<file path="src/rtl/input_stream_reader.sv">
// Per-stream host read engine: splits buffer descriptors into read requests,
// tracks completions and forwards returned host data with a job-final tlast.
module input_stream_reader #(
    parameter int unsigned AXI_STRM_ID           = 0,
    parameter int unsigned TRANSFER_LENGTH_BYTES = 4096,
    parameter int unsigned MAX_OUTSTANDING       = 4,
    parameter int unsigned VADDR_BITS            = 48,
    parameter int unsigned LEN_BITS              = 28
) (
    input  logic                  clk,
    input  logic                  rst_n,
    input  logic                  buf_valid,
    output logic                  buf_ready,
    input  logic [VADDR_BITS-1:0] buf_vaddr,
    input  logic [LEN_BITS-1:0]   buf_len,
    input  logic                  buf_last,
    output logic                  sq_rd_valid,
    input  logic                  sq_rd_ready,
    output logic [VADDR_BITS-1:0] sq_rd_vaddr,
    output logic [LEN_BITS-1:0]   sq_rd_len,
    output logic [1:0]            sq_rd_strm,
    output logic                  sq_rd_last,
    input  logic                  cq_rd_valid,
    output logic                  cq_rd_ready,
    input  logic                  host_tvalid,
    output logic                  host_tready,
    input  logic [511:0]          host_tdata,
    input  logic [63:0]           host_tkeep,
    input  logic                  host_tlast,
    output logic                  data_out_tvalid,
    input  logic                  data_out_tready,
    output logic [511:0]          data_out_tdata,
    output logic [63:0]           data_out_tkeep,
    output logic                  data_out_tlast,
    output logic                  reading_done,
    output logic                  err_unexpected
);
    localparam int unsigned OUT_W = $clog2(MAX_OUTSTANDING + 1);
    localparam logic [LEN_BITS-1:0] XFER_LEN = LEN_BITS'(TRANSFER_LENGTH_BYTES);
    localparam logic [OUT_W-1:0]    MAX_OUT  = OUT_W'(MAX_OUTSTANDING);

    typedef enum logic [1:0] {IDLE, ISSUE, DRAIN, DONE} state_t;

    state_t                state;
    logic [VADDR_BITS-1:0] vaddr;
    logic [LEN_BITS-1:0]   remaining;
    logic                  last_buf;
    logic [OUT_W-1:0]      outstanding;
    logic [31:0]           beats_pending;

    logic                  skid_valid;
    logic [511:0]          skid_tdata;
    logic [63:0]           skid_tkeep;
    logic                  skid_tlast;

    logic                  buf_hs, sq_hs, cq_hs, out_hs, host_hs;
    logic                  store, beat_final, out_free;
    logic [1:0]            skid_count, occ_next;
    logic [31:0]           unreceived;
    logic [LEN_BITS-1:0]   req_len;
    logic                  unused_ok;

    assign buf_hs     = buf_valid && buf_ready;
    assign sq_hs      = sq_rd_valid && sq_rd_ready;
    assign cq_hs      = cq_rd_valid && cq_rd_ready;
    assign out_hs     = data_out_tvalid && data_out_tready;
    assign host_hs    = host_tvalid && host_tready;
    assign out_free   = !data_out_tvalid || out_hs;
    assign sq_rd_strm = 2'(AXI_STRM_ID);
    assign req_len    = (remaining > XFER_LEN) ? XFER_LEN : remaining;
    assign unused_ok  = ^{host_tlast, buf_len[5:0]};

    // Beats still owed by the host: pending beats minus those already buffered.
    assign skid_count = 2'(data_out_tvalid) + 2'(skid_valid);
    assign unreceived = beats_pending - 32'(skid_count);
    assign store      = host_hs && (unreceived != 32'd0);
    assign occ_next   = skid_count + 2'(store) - 2'(out_hs);
    assign beat_final = last_buf && (remaining == '0) && (state == DRAIN)
                        && (unreceived == 32'd1);

    // Descriptor intake and request issue
    always_ff @(posedge clk or negedge rst_n) begin
        if (!rst_n) begin
            state        <= IDLE;
            buf_ready    <= 1'b0;
            vaddr        <= '0;
            remaining    <= '0;
            last_buf     <= 1'b0;
            sq_rd_valid  <= 1'b0;
            sq_rd_vaddr  <= '0;
            sq_rd_len    <= '0;
            sq_rd_last   <= 1'b0;
            reading_done <= 1'b0;
        end else begin
            case (state)
                IDLE: begin
                    buf_ready <= 1'b1;
                    if (buf_hs) begin
                        buf_ready <= 1'b0;
                        vaddr     <= buf_vaddr;
                        remaining <= {buf_len[LEN_BITS-1:6], 6'b0};
                        last_buf  <= buf_last;
                        state     <= ISSUE;
                    end
                end
                ISSUE: begin
                    if (sq_rd_valid) begin
                        if (sq_rd_ready) begin
                            sq_rd_valid <= 1'b0;
                            vaddr       <= vaddr + VADDR_BITS'(sq_rd_len);
                            remaining   <= remaining - sq_rd_len;
                            if (sq_rd_last) state <= last_buf ? DRAIN : IDLE;
                        end
                    end else if (remaining == '0) begin
                        state <= last_buf ? DRAIN : IDLE;
                    end else if (outstanding < MAX_OUT) begin
                        sq_rd_valid <= 1'b1;
                        sq_rd_vaddr <= vaddr;
                        sq_rd_len   <= req_len;
                        sq_rd_last  <= (req_len == remaining);
                    end
                end
                DRAIN: begin
                    if (outstanding == '0 && beats_pending == 32'd0
                        && !skid_valid && !data_out_tvalid) begin
                        state        <= DONE;
                        reading_done <= 1'b1;
                    end
                end
                DONE:    reading_done <= 1'b1;
                default: state <= IDLE;
            endcase
        end
    end

    // Outstanding-request and pending-beat accounting
    always_ff @(posedge clk or negedge rst_n) begin
        if (!rst_n) begin
            outstanding   <= '0;
            beats_pending <= 32'd0;
        end else begin
            if (sq_hs && !cq_hs)
                outstanding <= outstanding + OUT_W'(1);
            else if (!sq_hs && cq_hs && outstanding != '0)
                outstanding <= outstanding - OUT_W'(1);
            beats_pending <= beats_pending
                             + (sq_hs ? 32'(sq_rd_len[LEN_BITS-1:6]) : 32'd0)
                             - 32'(out_hs);
        end
    end

    // Two-entry skid buffer; data_out_* is the head entry
    always_ff @(posedge clk or negedge rst_n) begin
        if (!rst_n) begin
            cq_rd_ready     <= 1'b0;
            host_tready     <= 1'b0;
            err_unexpected  <= 1'b0;
            data_out_tvalid <= 1'b0;
            data_out_tdata  <= '0;
            data_out_tkeep  <= '0;
            data_out_tlast  <= 1'b0;
            skid_valid      <= 1'b0;
            skid_tdata      <= '0;
            skid_tkeep      <= '0;
            skid_tlast      <= 1'b0;
        end else begin
            cq_rd_ready <= 1'b1;
            host_tready <= (occ_next < 2'd2);
            if (host_hs && !store) err_unexpected <= 1'b1;
            if (out_free) begin
                if (skid_valid) begin
                    data_out_tvalid <= 1'b1;
                    data_out_tdata  <= skid_tdata;
                    data_out_tkeep  <= skid_tkeep;
                    data_out_tlast  <= skid_tlast;
                    skid_valid      <= store;
                    if (store) begin
                        skid_tdata <= host_tdata;
                        skid_tkeep <= host_tkeep;
                        skid_tlast <= beat_final;
                    end
                end else begin
                    data_out_tvalid <= store;
                    data_out_tlast  <= store && beat_final;
                    if (store) begin
                        data_out_tdata <= host_tdata;
                        data_out_tkeep <= host_tkeep;
                    end
                end
            end else if (store) begin
                skid_valid <= 1'b1;
                skid_tdata <= host_tdata;
                skid_tkeep <= host_tkeep;
                skid_tlast <= beat_final;
            end
        end
    end
endmodule

</file>
<file path="config.mk">
export PLATFORM = sky130hd
export DESIGN_NAME = input_stream_reader
export DESIGN_NICKNAME = d
export VERILOG_FILES = /design/src/rtl/input_stream_reader.sv
export SDC_FILE = /design/constraint.sdc
export NUM_CORES = 2
export LEC_CHECK = 0
export ABC_AREA = 1
export CAP_MARGIN = 0
export CORE_AREA = 3 3 520 522
export DETAILED_ROUTE_END_ITERATION = 8
export DIE_AREA = 0 0 523 525
export PLACE_DENSITY_LB_ADDON = 0.25
export SLEW_MARGIN = 10
export SYNTH_ARGS = -nofsm -noshare
export SYNTH_HDL_FRONTEND = slang
export SYNTH_SLANG_ARGS = --single-unit
</file>
<file path="constraint.sdc">
create_clock -name clk -period 7.15 [get_ports clk]
set_input_delay 0.715 -clock clk [delete_from_list [all_inputs] [get_ports clk]]
set_output_delay 0.715 -clock clk [all_outputs]
set_load 0.03 [all_outputs]
</file>
==> impl_table.tex <==
\begin{tabular}{lr}
\hline
Metric & Value \\
\hline
\multicolumn{2}{l}{\textbf{Synthesis}} \\
\quad Cells after Synth & about 8500 \\
\quad Ys flop type & sky130\_fd\_sc\_hd\_\_dfrtp\_1 \\
\quad Number of enable flip-flop cells after synthesis & 0 \\
\quad Proportion of netlist area held by the largest area contributor & between 50 and 60\% \\
\quad Largest cells by area after synthesis & sky130\_fd\_sc\_hd\_\_dfrtp\_1 (51\%), sky130\_fd\_sc\_hd\_\_nand2\_1 (16\%), sky130\_fd\_sc\_hd\_\_o21ai\_0 (10\%) \\
\quad Number of warnings printed during yosys synthesis & 0 \\
\quad Ranking of synthesized cells by instance count & sky130\_fd\_sc\_hd\_\_nand2\_1 (2830), sky130\_fd\_sc\_hd\_\_o21ai\_0 (1361), sky130\_fd\_sc\_hd\_\_dfrtp\_1 (1353) \\
\quad Count of distinct cell types in the synthesized netlist & 53 \\
\quad Top-count cell post-synth & sky130\_fd\_sc\_hd\_\_nand2\_1 \\
\quad Total standard cell area after synthesis & roughly 0.066 mm2 \\
\quad Share of synthesized area occupied by flip-flops and latches & 51.1\% \\
\quad Total of flip-flops plus latches after synthesis & between 1000 and 1500 \\
\quad Average cell area after synthesis & 7.83 um2 \\
\quad Cell accounting for the most synthesized area & sky130\_fd\_sc\_hd\_\_dfrtp\_1 \\
\quad Post-synthesis async set-or-reset flop share & 100\% \\
\multicolumn{2}{l}{\textbf{Power}} \\
\quad Switching portion of total power & between 40 and 50\% \\
\quad Cell-internal power & 23.4 mW \\
\quad Share of power burned in registers & 31.3\% \\
\quad Clock power frac & approximately 20\% \\
\quad Reported net switching power & between 15 and 20 mW \\
\quad PD cells & around 490 mW/mm2 \\
\quad Share of power burned in combinational logic & slightly below 50\% \\
\quad Worst voltage drop across the vdd grid & between 0.0002 and 0.0003 V \\
\quad Static leakage power & $\sim$42 nW \\
\multicolumn{2}{l}{\textbf{Clock tree}} \\
\quad Source-to-sink clock delay at the later pin of the worst-skew pair & roughly 840 ps \\
\quad Count of H-tree levels built during CTS & 4 \\
\quad Clk pin slew, worst setup/hold paths & roughly 60 ps \\
\quad Clk root buf & sky130\_fd\_sc\_hd\_\_clkbuf\_16 \\
\quad Num CTS Buffers & 174 \\
\quad CTS tree & done \\
\quad Clock sink count & $\sim$1400 \\
\quad Count of instances resized after the clock tree is built & 0 \\
\quad Largest buffer count on any clock path & 4 \\
\multicolumn{2}{l}{\textbf{Place}} \\
\quad Placer's final routability congestion estimate & 0.915 \\
\quad Post-placement worst setup slack & 1730 ps \\
\quad Number of buffers added on ports & approximately 1300 \\
\quad Post-detail-place hpwl & 204000 um \\
\multicolumn{2}{l}{\textbf{Min path}} \\
\quad Hold WC Path Type & input pin to asynchronous set/reset pin \\
\multicolumn{2}{l}{\textbf{Run status}} \\
\quad Status & finished clean \\
\multicolumn{2}{l}{\textbf{Floorplanning}} \\
\quad Starting utilization of the core area & about a quarter \\
\quad Die Footprint & about 0.27 mm2 \\
\quad I/O pin total & approximately 1300 \\
\quad FP Rows & between 150 and 200 \\
\quad Die boundary height & 525 um \\
\quad Horizontal die dimension & $\sim$520 um \\
\quad Core region area & $\sim$0.27 mm2 \\
\multicolumn{2}{l}{\textbf{Setup path}} \\
\quad Critical Path Start & skid\_valid \\
\quad Worst setup endpoint & data\_out\_tdata[405] \\
\quad Endpoint class of the critical path & flop \\
\quad CP Data Arrival Time & roughly 6000 ps \\
\quad Length in cells of the worst reg-to-reg path & 14 \\
\quad Crit Reg-Reg Endpoint & data\_out\_tdata[405] \\
\quad Beginning of the worst register-to-register path & skid\_valid \\
\quad Maximum net fanout on the critical path & 95 \\
\quad Setup slack on the worst flop-to-flop path & around 1900 ps \\
\quad Nature of the critical path startpoint & flop \\
\quad Critical setup path kind & flop to flop \\
\quad Worst endpoint required time & roughly 7900 ps \\
\multicolumn{2}{l}{\textbf{Detailed routing}} \\
\quad Routed vias & 60500 \\
\quad Via-to-Cell Ratio & approximately 4.6 \\
\quad Residual antenna-violating net count after detailed routing & 0 \\
\quad Number of design rule violations left after detail routing & 0 \\
\quad TritonRoute pass-1 iters & 6 \\
\quad Routed wire per std cell & 20.9 um \\
\quad Sum of routed wire length over all layers & between 200000 and 300000 um \\
\quad Number of DRC markers after the initial detailed-route iteration & around 4800 \\
\multicolumn{2}{l}{\textbf{Finish}} \\
\quad Area occupied by registers & approximately 0.034 mm2 \\
\quad Total area of multi-input combinational cells & roughly 0.026 mm2 \\
\quad Fill cells & 27900 \\
\quad Ratio of cells with drive above 1 in the final layout & roughly 3.8\% \\
\quad Finished Core Util & about a third \\
\quad Area growth syn-to-layout & 32.6\% \\
\quad Total Nets Final & approximately 10000 \\
\multicolumn{2}{l}{\textbf{STA}} \\
\quad Timing-limited maximum frequency & roughly 0.19 GHz \\
\quad Final number of setup-violating endpoints & 0 \\
\quad RSZ-0062 raised after global routing & no \\
\quad Final count of pins violating max slew & 0 \\
\quad Transition time at the pin with the least slew margin & about 1500 ps \\
\quad Worst relative slew slack & 2.16\% \\
\quad Clock tree skew after final layout & 69.2 ps \\
\quad Min setup slack post-route & 1870 ps \\
\quad Fin crit period & 5280 ps \\
\quad Hold Vio Cnt, Final & 0 \\
\quad Tcrit/Tclk final & between 70\% and 80\% \\
\quad Setup TNS after final layout & 0 ps \\
\multicolumn{2}{l}{\textbf{Global routing}} \\
\quad Overall fraction of global-route tracks in use & approximately a fifth \\
\quad Initial antenna violation count & 93 \\
\quad Largest net degree at the start of global routing & around 260 \\
\quad Global-route wire length before repair & around 400000 um \\
\quad Number of global-route vias before repair & 59100 \\
\quad Leftover overflow at the end of global routing & 0 \\
\multicolumn{2}{l}{\textbf{Flow run}} \\
\quad Maximum Capacitance Violations & 0 \\
\hline
\end{tabular}
-- critical path, cell delays in order (launching register included) --
cell and delay, ps:
sky130_fd_sc_hd__dfrtp_4 850, sky130_fd_sc_hd__ha_1 370, sky130_fd_sc_hd__ha_1 220, sky130_fd_sc_hd__fa_1 590
sky130_fd_sc_hd__nand2_1 100, sky130_fd_sc_hd__nor4_1 390, sky130_fd_sc_hd__nand3_1 140, sky130_fd_sc_hd__nor2_1 180
sky130_fd_sc_hd__nand3_2 180, sky130_fd_sc_hd__nand2_2 160, sky130_fd_sc_hd__nand2_8 290, sky130_fd_sc_hd__nand2_8 730
sky130_fd_sc_hd__buf_4 560, sky130_fd_sc_hd__nand2_1 110, sky130_fd_sc_hd__nand2_1 80
-- timing repair --
item	in CTS	in global routing
hold endpoints to repair	68	0
hold buffers	1	0
setup buffers	0	0
-- worst min path at each step --
stage	startpoint	endpoint	slack, ps	cells after the start
2_1_floorplan	rst_n	beats_pending[0]	420	0
3_3_place_gp	data_out_tdata[339]	data_out_tdata[339]	450	2
3_5_place_dp	data_out_tdata[225]	data_out_tdata[225]	460	2
4_1_cts	host_tdata[74]	skid_tdata[74]	350	3
5_1_grt	host_tdata[469]	skid_tdata[469]	400	3
6_report	rst_n	skid_tkeep[62]	440	2
-- cells by family (layout without fill, tap and decap cells) --
| family | after synthesis | in the layout | synth area share (%) |
|---|---|---|---|
| compound gates | 1612 | 1612 | 12.6 |
| other cells | 2 | 35 | 0.0113 |
| fa+ha+maj | 136 | 136 | 2.63 |
| buf+inv | 1404 | 2608 | 8.97 |
| flops | 1353 | 1353 | 51.1 |
| simple gates | 3869 | 3869 | 23.7 |
| xor+xnor | 78 | 78 | 1.03 |
| mux | 1 | 1 | 0.0170 |
-- layout make-up --
type	count	share of cell area, %
clock buffers	260	5.72
repair buffers	1396	16.1
inverters	909	3.88
clock inverters	43	0.511
well taps	3533	5.03
flip-flops and latches	1353	38.6
multi-input cells	5699	30.2
diodes	32	0.0912
-- power groups by stage --
stage	logic (mW)	registers (mW)	clock network, mW
floorplan	9.79	16.3	0
global placement	21.1	13.4	0
detailed placement	21.3	13.6	0
CTS	21.3	13.5	8.89
global route	23.2	13.9	9.19
finish	21.1	13.5	8.59
-- metal layers --
| metal | vias to the layer above | part of all wire [%] | GRT usage (%) | routed length [um] |
|---|---|---|---|---|
| met5 | - | 0.14 | 0 | 397 |
| met4 | 58 | 4.1 | 7.80 | 11300 |
| met3 | 442 | 8.3 | 5.88 | 23000 |
| met2 | 2001 | 47 | 31.8 | 129000 |
| met1 | 28900 | 41 | 23.8 | 113000 |
| li1 | 29200 | - | - | - |
-- metrics by stage --
stage / std cells / hold slack, ps / area (um2) / total power, mW
finish: 13200 / 444 / 87800 / 43.2
global route: 13200 / 398 / 87800 / 46.3
CTS: 13200 / 350 / 87800 / 43.7
detailed placement: 12900 / 457 / 82300 / 34.8
global placement: 12900 / 453 / 82300 / 34.6
floorplan: 8456 / 419 / 66200 / 26.1
-- flip-flops by register name, summed over array words and instances, names as in the netlist, 2 cells and up --
| name | count |
|---|---|
| data_out_tdata | 512 |
| skid_tdata | 512 |
| data_out_tkeep | 64 |
| skid_tkeep | 64 |
| sq_rd_vaddr | 48 |
| vaddr | 48 |
| beats_pending | 32 |
| remaining | 28 |
| sq_rd_len | 28 |
| outstanding | 3 |
| state | 2 |
-- placed cells by master, fill, tap and decap left out, types with 3 or more instances in the layout --
cell type,n
sky130_fd_sc_hd__inv_6,5
sky130_fd_sc_hd__inv_1,905
sky130_fd_sc_hd__a21boi_0,7
sky130_fd_sc_hd__clkbuf_8,35
sky130_fd_sc_hd__o221ai_1,6
sky130_fd_sc_hd__ha_1,130
sky130_fd_sc_hd__a21oi_1,134
sky130_fd_sc_hd__a21o_1,14
sky130_fd_sc_hd__nor2_4,3
sky130_fd_sc_hd__nand2_1,2829
sky130_fd_sc_hd__conb_1,3
sky130_fd_sc_hd__diode_2,32
sky130_fd_sc_hd__a31oi_1,16
sky130_fd_sc_hd__nand3_1,674
sky130_fd_sc_hd__nor3_1,33
sky130_fd_sc_hd__nand4_1,37
sky130_fd_sc_hd__bufinv_16,6
sky130_fd_sc_hd__nor2_2,9
sky130_fd_sc_hd__buf_12,25
sky130_fd_sc_hd__o21bai_1,8
sky130_fd_sc_hd__clkbuf_16,174
sky130_fd_sc_hd__o211ai_1,22
sky130_fd_sc_hd__o22ai_1,30
sky130_fd_sc_hd__inv_2,4
sky130_fd_sc_hd__clkdlybuf4s50_1,1313
sky130_fd_sc_hd__nor4_1,14
sky130_fd_sc_hd__clkinv_2,22
sky130_fd_sc_hd__dfrtp_1,1352
sky130_fd_sc_hd__nand2_2,5
sky130_fd_sc_hd__nor2_1,247
sky130_fd_sc_hd__xnor2_1,28
sky130_fd_sc_hd__nand3b_1,4
sky130_fd_sc_hd__fa_1,5
sky130_fd_sc_hd__or2_2,3
sky130_fd_sc_hd__o21ai_0,1361
sky130_fd_sc_hd__buf_4,56
sky130_fd_sc_hd__o21a_1,5
sky130_fd_sc_hd__xor2_1,50
sky130_fd_sc_hd__clkinv_4,5
sky130_fd_sc_hd__clkbuf_1,51
Power figures use the tool's default switching activity.
